===== src/rtl/ringbuf_rob.sv =====
// ringbuf_rob: in-order-retire reorder buffer on a power-of-two circular queue, with per-entry done bits and tag-addressed writeback.
// Optional sticky illegal-request flag o_err when RINGBUF_ROB_ERR_EN is defined.

module ringbuf_rob_entry #(
  parameter int WIDTH = 32
) (
  input  logic             i_clk,
  input  logic             i_rst,
  input  logic             i_flush,
  input  logic             i_push,
  input  logic             i_upd,
  input  logic             i_pop,
  input  logic [WIDTH-1:0] i_push_data,
  input  logic [WIDTH-1:0] i_upd_data,
  output logic             o_alloc,
  output logic             o_done,
  output logic [WIDTH-1:0] o_data
);
  logic             r_alloc;
  logic             r_done;
  logic [WIDTH-1:0] r_data;

  // Push and pop never target the same entry in one cycle; the parent already folds flush into all strobes.
  always_ff @(posedge i_clk or posedge i_rst) begin
    if (i_rst) begin
      r_alloc <= 1'b0;
      r_done  <= 1'b0;
    end else if (i_flush || i_pop) begin
      r_alloc <= 1'b0;
      r_done  <= 1'b0;
    end else if (i_push) begin
      r_alloc <= 1'b1;
      r_done  <= 1'b0;
    end else if (i_upd) begin
      r_done  <= 1'b1;
    end
  end

  // Payload storage is intentionally left out of reset.
  always_ff @(posedge i_clk) begin
    if (i_push)     r_data <= i_push_data;
    else if (i_upd) r_data <= i_upd_data;
  end

  assign o_alloc = r_alloc;
  assign o_done  = r_done;
  assign o_data  = r_data;
endmodule

module ringbuf_rob #(
  parameter  int WIDTH = 32,
  parameter  int DEPTH = 16,
  localparam int TAGW  = $clog2(DEPTH)
) (
  input  logic             i_clk,
  input  logic             i_rst,
  input  logic             i_flush,
  input  logic             i_push,
  input  logic [WIDTH-1:0] i_push_data,
  output logic [TAGW-1:0]  o_push_tag,
  output logic             o_full,
  input  logic             i_upd,
  input  logic [TAGW-1:0]  i_upd_tag,
  input  logic [WIDTH-1:0] i_upd_data,
  input  logic             i_pop,
  output logic             o_head_valid,
  output logic [WIDTH-1:0] o_head_data,
  output logic [TAGW-1:0]  o_head_tag,
  output logic             o_empty,
  output logic [TAGW:0]    o_count
`ifdef RINGBUF_ROB_ERR_EN
  ,
  output logic             o_err
`endif
);
  localparam logic [TAGW:0] PTR_ONE = (TAGW+1)'(1);

  logic [TAGW:0]                r_head, r_tail;
  logic [TAGW-1:0]              w_head_idx, w_tail_idx;
  logic                         w_empty, w_full, w_head_valid;
  logic                         w_push_ok, w_pop_ok, w_upd_ok;
  logic [DEPTH-1:0]             w_alloc, w_done;
  logic [DEPTH-1:0][WIDTH-1:0]  w_data;

  assign w_head_idx = r_head[TAGW-1:0];
  assign w_tail_idx = r_tail[TAGW-1:0];
  assign w_empty    = (r_head == r_tail);
  assign w_full     = (w_head_idx == w_tail_idx) && (r_head[TAGW] != r_tail[TAGW]);
  assign w_head_valid = !w_empty && w_done[w_head_idx];

  // All acceptance decisions use pre-edge state; a writeback racing the retiring head is dropped.
  assign w_push_ok = i_push && !w_full && !i_flush;
  assign w_pop_ok  = i_pop && w_head_valid && !i_flush;
  assign w_upd_ok  = i_upd && w_alloc[i_upd_tag] && !i_flush &&
                     !(w_pop_ok && (i_upd_tag == w_head_idx));

  for (genvar g = 0; g < DEPTH; g++) begin : g_ent
    localparam logic [TAGW-1:0] IDX = TAGW'(g);
    ringbuf_rob_entry #(.WIDTH(WIDTH)) u_ent (
      .i_clk       (i_clk),
      .i_rst       (i_rst),
      .i_flush     (i_flush),
      .i_push      (w_push_ok && (w_tail_idx == IDX)),
      .i_upd       (w_upd_ok  && (i_upd_tag  == IDX)),
      .i_pop       (w_pop_ok  && (w_head_idx == IDX)),
      .i_push_data (i_push_data),
      .i_upd_data  (i_upd_data),
      .o_alloc     (w_alloc[g]),
      .o_done      (w_done[g]),
      .o_data      (w_data[g])
    );
  end

  always_ff @(posedge i_clk or posedge i_rst) begin
    if (i_rst) begin
      r_head <= '0;
      r_tail <= '0;
    end else if (i_flush) begin
      r_head <= '0;
      r_tail <= '0;
    end else begin
      if (w_pop_ok)  r_head <= r_head + PTR_ONE;
      if (w_push_ok) r_tail <= r_tail + PTR_ONE;
    end
  end

`ifdef RINGBUF_ROB_ERR_EN
  logic r_err;
  always_ff @(posedge i_clk or posedge i_rst) begin
    if (i_rst)
      r_err <= 1'b0;
    else if (i_flush)
      r_err <= 1'b0;
    else if ((i_push && w_full) || (i_pop && !w_head_valid) || (i_upd && !w_alloc[i_upd_tag]))
      r_err <= 1'b1;
  end
  assign o_err = r_err;
`endif

  assign o_push_tag   = w_tail_idx;
  assign o_full       = w_full;
  assign o_empty      = w_empty;
  assign o_count      = r_tail - r_head;
  assign o_head_tag   = w_head_idx;
  assign o_head_valid = w_head_valid;
  assign o_head_data  = w_head_valid ? w_data[w_head_idx] : '0;
endmodule


===== config.mk =====
export PLATFORM = sky130hd
export DESIGN_NAME = ringbuf_rob
export DESIGN_NICKNAME = d
export VERILOG_FILES = /design/src/rtl/ringbuf_rob.sv
export SDC_FILE = /design/constraint.sdc
export NUM_CORES = 1
export LEC_CHECK = 0
export ABC_AREA = 1
export BUFFER_PORTS_ARGS = -buffer_cell sky130_fd_sc_hd__buf_2
export CORE_UTILIZATION = 25
export DETAILED_ROUTE_END_ITERATION = 10
export SYNTH_ARGS = -nofsm -noshare
export SYNTH_HDL_FRONTEND = slang
export SYNTH_SLANG_ARGS = --single-unit
export TNS_END_PERCENT = 20

===== constraint.sdc =====
create_clock -name i_clk -period 5.4 [get_ports i_clk]
set_input_delay 0.81 -clock i_clk [delete_from_list [all_inputs] [get_ports i_clk]]
set_output_delay 0.81 -clock i_clk [all_outputs]
set_load 0.005 [all_outputs]

Word-level counts from Yosys, hierarchy flattened
Index checks and enable logic that the tools add are counted.
{ "totals": {"ff_bits": 554, "elab_cells": 358, "input_bits": 74, "output_inout_bits": 48} }
{ "op_classes": {"n_addsub": 3, "n_lt_le_gt_ge": 2, "n_eq_ne": 49, "mux": 123, "reduce_logical": 131} }
{ "op_table": {"columns": ["cell", "count"], "rows": [
  ["$mux 32", 34],
  ["$bmux 32 s4", 1],
  ["$eq 4x4->1 const B", 24],
  ["$mux 1", 82],
  ["$reduce_bool 2->1", 34],
  ["$logic_and 1x1->1", 58],
  ["$eq 4x3->1 const B", 12],
  ["$reduce_bool 3->1", 16],
  ["$eq 4x2->1 const B", 6],
  ["$mux 5", 4],
  ["$logic_or 1x1->1", 16],
  ["$eq 4x1->1 const B", 3],
  ["$logic_not 4->1", 3],
  ["$add 5x1->5 const B", 2],
  ["$lt 4x5->1 const B", 2],
  ["$bmux 1 s4", 2],
  ["$eq 4x4->1", 2],
  ["$eq 5x5->1", 1],
  ["$sub 5x5->5", 1],
  ["$logic_not 1->1", 4],
  ["$ne 1x1->1", 1]
]} }

Longest topological paths before layout
{ "depth": {"depth_word": 12, "depth_mapped": 19, "ltp_nobuf": 14} }

Hierarchy
From an unflattened synthesis, not the netlist that was laid out.
{ "unflattened": {"cells_unflattened": 3580, "area_unflattened_um2": 30905.9} }
{ "by_module_without_submodules": {"columns": ["mod", "cells_each", "n_inst", "area_per_inst_um2"], "rows": [
  ["ringbuf_rob_entry", 146, 16, 1514.0],
  ["ringbuf_rob", 1244, 1, 6682.7]
]} }

Worst setup path before layout
Ideal clock, no wire load.
{ "synth_path": {"kind": "reg2reg", "from": "reg r_head[1]", "to": "reg g_ent[15].u_ent.r_data[0] (enable)", "stages_incl_launch_ff": 19, "arrival_time_ns": 3.157, "slack_ns": 1.853, "period_less_slack_ns": 3.547, "required_time_ns": 5.011, "cell_sequence": "dfrtp_1 buf_2 inv_1 buf_6 buf_4 clkbuf_1 ha_1 nand4_1 inv_1 nand2_2 nand2_4 nor2_4 inv_2 nor2_2 inv_2 nor2_2 buf_4 inv_1 nand2_1"} }
{ "synth_via": {"elab_chain_len": 10} }
{ "synth_lines": {"columns": ["element", "line_no", "rtl"], "rows": [
  ["start: declaration", "78", "logic [TAGW:0] r_head, r_tail;"],
  ["start signal: assignment", "122", "if (w_pop_ok) r_head <= r_head + PTR_ONE;"],
  ["$bmux 1 s4 or $eq 5x5->1 (tied branches)", "89, 87", null],
  ["$mux 1 (implied by the code) or $logic_not 1->1 (tied branches)", "89", "assign w_head_valid = !w_empty && w_done[w_head_idx];"],
  ["$logic_and 1x1->1", "89", null],
  ["$logic_and 1x1->1 (2 in a row)", "93", "assign w_pop_ok = i_pop && w_head_valid && !i_flush;"],
  ["$logic_and 1x1->1", "95", "!(w_pop_ok && (i_upd_tag == w_head_idx));"],
  ["$logic_not 1->1", "95", null],
  ["$logic_and 1x1->1", "94", "assign w_upd_ok = i_upd && w_alloc[i_upd_tag] && !i_flush &&"],
  ["$logic_and 1x1->1", "104", ".i_upd (w_upd_ok && (i_upd_tag == IDX)),"],
  ["$reduce_bool 2->1 (no line) *", null, null],
  ["end signal: assignment", "41", "if (i_push) r_data <= i_push_data;"],
  ["end signal: assignment", "42", "else if (i_upd) r_data <= i_upd_data;"],
  ["end: declaration", "21", "logic [WIDTH-1:0] r_data;"]
]} }
Every way passes the cells marked *; elsewhere a longest branch is shown, timed or not. The select of a mux whose other input is x is not followed.
A chain may end at the register's enable or synchronous reset.

Final worst setup path
{ "layout_path": {"from": "reg r_head[0]", "to": "out o_head_data[20]"} }
{ "layout_via": {"elab_chain_len": 4} }
{ "layout_lines": {"columns": ["element", "line_no", "rtl"], "rows": [
  ["$bmux 1 s4 or $eq 5x5->1 (tied branches)", "89, 87", null],
  ["$mux 1 (implied by the code) or $logic_not 1->1 (tied branches)", "89", null],
  ["$logic_and 1x1->1", "89", null],
  ["$mux 32 *", "146", "assign o_head_data = w_head_valid ? w_data[w_head_idx] : '0;"],
  ["end: declaration", "67", "output logic [WIDTH-1:0] o_head_data,"]
]} }
Marks and branches as above.

==> metrics.cfg <==
[final_layout]
area_delta_synth_final_pct = 11.8
layout.nets = 3087
layout_commonest_cell = nand2_1
final_cells = 4546
layout_common_cells = 945 x nand2_1, 512 x edfxtp_1, 493 x o21ai_0
drive_gt1_share_pct = 10.9

[synth]
synthDominantCellAreaShare_pct = 54.1
synth_top_family_by_area = compound AO/OA/AOI/OAI gates
ys_seq_elements = 554
netlist_instances = 3037
syn_avg_cell_area_um2 = 9.36
syn_nets = 3124
synth.distinct_cells = 38
syn_area_mm2 = 0.0284
synthTopCellsByArea = edfxtp_1 54%, nand2_1 13%, o21ai_0 8.7%, a21oi_1 4.0%, dfrtp_1 3.7%
yosys.area.top_type = edfxtp_1
synthMuxAreaShare_pct = 0
synth-compound-area-share_pct = 19.3
synth-xor-area-share_pct = 0.242
yosysSeqAreaShare_pct = 57.8
synth_adder_area_share_pct = 0.599
synthSimpleGateAreaFrac_pct = 15.1
yosys_warnings = 0

[timing]
finalSetupViolations = 0
rsz0062_at_grt = false
drv_slew = 0
slew_headroom_pct = 21.4
period_share_pct = 90.3
whs_ns = 0.454
timing.fmax_mhz = 205
tightest_slew_ns = 1.18
skew_ns = 0.0225
finalCriticalPeriod_ns = 4.88
setup_tns_ns = 0
hold_violations = 0

[clocking]
ctsHoldBuffers = 0
clk_pin_slew_ns = 0.07
clock-sinks = 554
post_cts_buffers = 0
cts-root-buf = clkbuf_16
cts_tree = built
h-tree-depth = 2
clockBufferDepth = 3
clk_latency_ns = 0.61
cts_made_buffers = 52
post_cts_resized = 0

[grt]
grtUsageTotal_pct = 16.6
first_global_vias = 21073
grt_pass1_wl_um = 143000
overflow = 0
antenna_found_initial = 23
grt_max_degree = 229

[die]
die_width_um = 339
die_area_mm2 = 0.115
coreArea_mm2 = 0.113
die_y_um = 339
io_pins = 122
initial_core_util_pct = 25.2
rows = 123

[power]
leakagePower_nw = 12.0
peakVddDrop_uv = 252
total_power_mw = 8.84
powerDensity_mw_per_mm2 = 278

[worst_setup_path]
worst-r2r-cell-count = 12
crit_top_cell = nand2_1
cp_num_buf_inv = 4
crit_arrival_ns = 4.07
cp-start-kind = flip-flop
cp.depth = 13
required_ns = 4.59
end_kind = output port
slowest_stage = dfrtp_4
critPathMaxStageDelay_ns = 0.98
worstSetupPathType = flip-flop to output port
cp_cell_sequence = inv_8, nand2_1, nand3_1, nand2_1, nand2_1, nand2_1, inv_2, nand2_4, nand2_2, inv_2, o21ai_1, a211oi_2, buf_2
cp_max_fo = 68
crit_family = buffers and inverters

[route]
ant_nets = 0
viasPerCell = 5.05
via_count = 22949
drtIter0Drc = 2762
wl_per_cell_um = 21.8
remaining_drc_errors = 0
drt_pass1_iterations = 5
wl_um = 99200

[place]
gp_congestion = 0.887
dpl.hpwl_um = 55600
dp.cells = 4446
port_buffers = 121

[job]
maxCapViolations = 0

[min_path]
hp-class = input port to async pin

[run_status]
outcome = finished clean

[worst reg2reg max path, stage by stage (launching register included)]
cell and delay [ns]:
dfrtp_4 0.98, ha_1 0.41, nand4_1 0.10, inv_1 0.06
nand2_2 0.10, nand2_4 0.09, nor2_4 0.19, buf_4 0.30
nand2_1 0.18, nor2_4 0.13, inv_1 0.08, nand2_2 0.48
buf_4 0.41
[Yosys cell counts]
master / instances
o21ai_1: 61
buf_6: 32
o21ai_0: 493
ha_1: 12
xnor2_1: 2
a21oi_1: 228
nor2_2: 3
edfxtp_1: 512
nand3_1: 31
inv_2: 7
inv_4: 1
nand3_4: 1
nand4_2: 1
fa_1: 1
inv_1: 134
nand3_2: 8
buf_1: 3
nor3_1: 18
nand2_2: 2
nor2_4: 3
xor2_2: 1
o22ai_1: 41
xor2_1: 4
buf_2: 87
nand2_1: 962
a22oi_1: 64
a32oi_1: 41
dfrtp_1: 42
a211oi_2: 19
nor2_8: 1
a32o_1: 23
clkbuf_1: 119
nand4_1: 14
buf_4: 25
nor2_1: 37
nand2_4: 2
o31ai_1: 1
clkinv_1: 1
[layout make-up]
class | count | area (um2)
clock inverter | 33 | 255
sequential | 554 | 16400
inverter | 143 | 552
timing repair buffer | 175 | 1100
clock buffer | 62 | 1360
tap | 1500 | 1880
antenna | 5 | 12.5
fill | 11812 | 80900
multi-input combinational | 2074 | 10200
[final timing paths]
kind                                                    start                                  end  slack (ns)
max                                     r_head[0]$_DFFE_PP0P_                      o_head_data[20]        0.52
min                                                     i_rst    g_ent[2].u_ent.o_done$_DFFE_PP0P_        0.45
max reg2reg                             r_head[0]$_DFFE_PP0P_  g_ent[4].u_ent.o_data[24]$_DFFE_PP_        1.54
min reg2reg                g_ent[5].u_ent.o_alloc$_DFFE_PP0N_   g_ent[5].u_ent.o_alloc$_DFFE_PP0N_        0.51
max in group asynchronous                               i_rst                r_head[1]$_DFFE_PP0P_        4.22
min in group i_clk         g_ent[5].u_ent.o_alloc$_DFFE_PP0N_   g_ent[5].u_ent.o_alloc$_DFFE_PP0N_        0.51
[flip-flops by register name (all words and copies together) (netlist names)]
name and flops:
r_tail 5, g_ent.u_ent.o_done 16, g_ent.u_ent.o_data 512, r_head 5, g_ent.u_ent.o_alloc 16
[per-stage QoR]
stage	worst slack, ns	instance area, um2	util (%)
floorplan	1.85	28400	-
global placement	1.13	30200	26.8
detailed placement	1.13	30200	26.8
CTS	0.481	31800	28.2
global route	0.174	31800	28.2
finish	0.522	31800	28.2
[metal layers]
| layer | up-vias | wire length (um) | share of wire [%] | global-route usage, % |
|---|---|---|---|---|
| li1 | 10563 | - | - | - |
| met1 | 11014 | 40600 | 41 | 22.0 |
| met2 | 1122 | 44700 | 45 | 26.7 |
| met3 | 226 | 9880 | 9.9 | 3.40 |
| met4 | 24 | 3840 | 3.9 | 6.13 |
| met5 | - | 145 | 0.15 | 0 |
[kinds of logic (layout without fill, tap and decap cells)]
group           count (synthesis)  after routing
buf+inv                       409            413
flops                         554            554
fa+ha+maj                      13             13
other cells                     0              5
simple gates                 1083           1083
xor+xnor                        7              7
compound gates                971            971
[where the power goes]
part           switching (mW)  internal, mW  leakage (nW)  total, mW
sequential            0.00898          4.73          5.19       4.73
clock                    1.66          1.98         0.808       3.65
combinational           0.329         0.133          6.00      0.462
(Power assumes the default switching activity.)
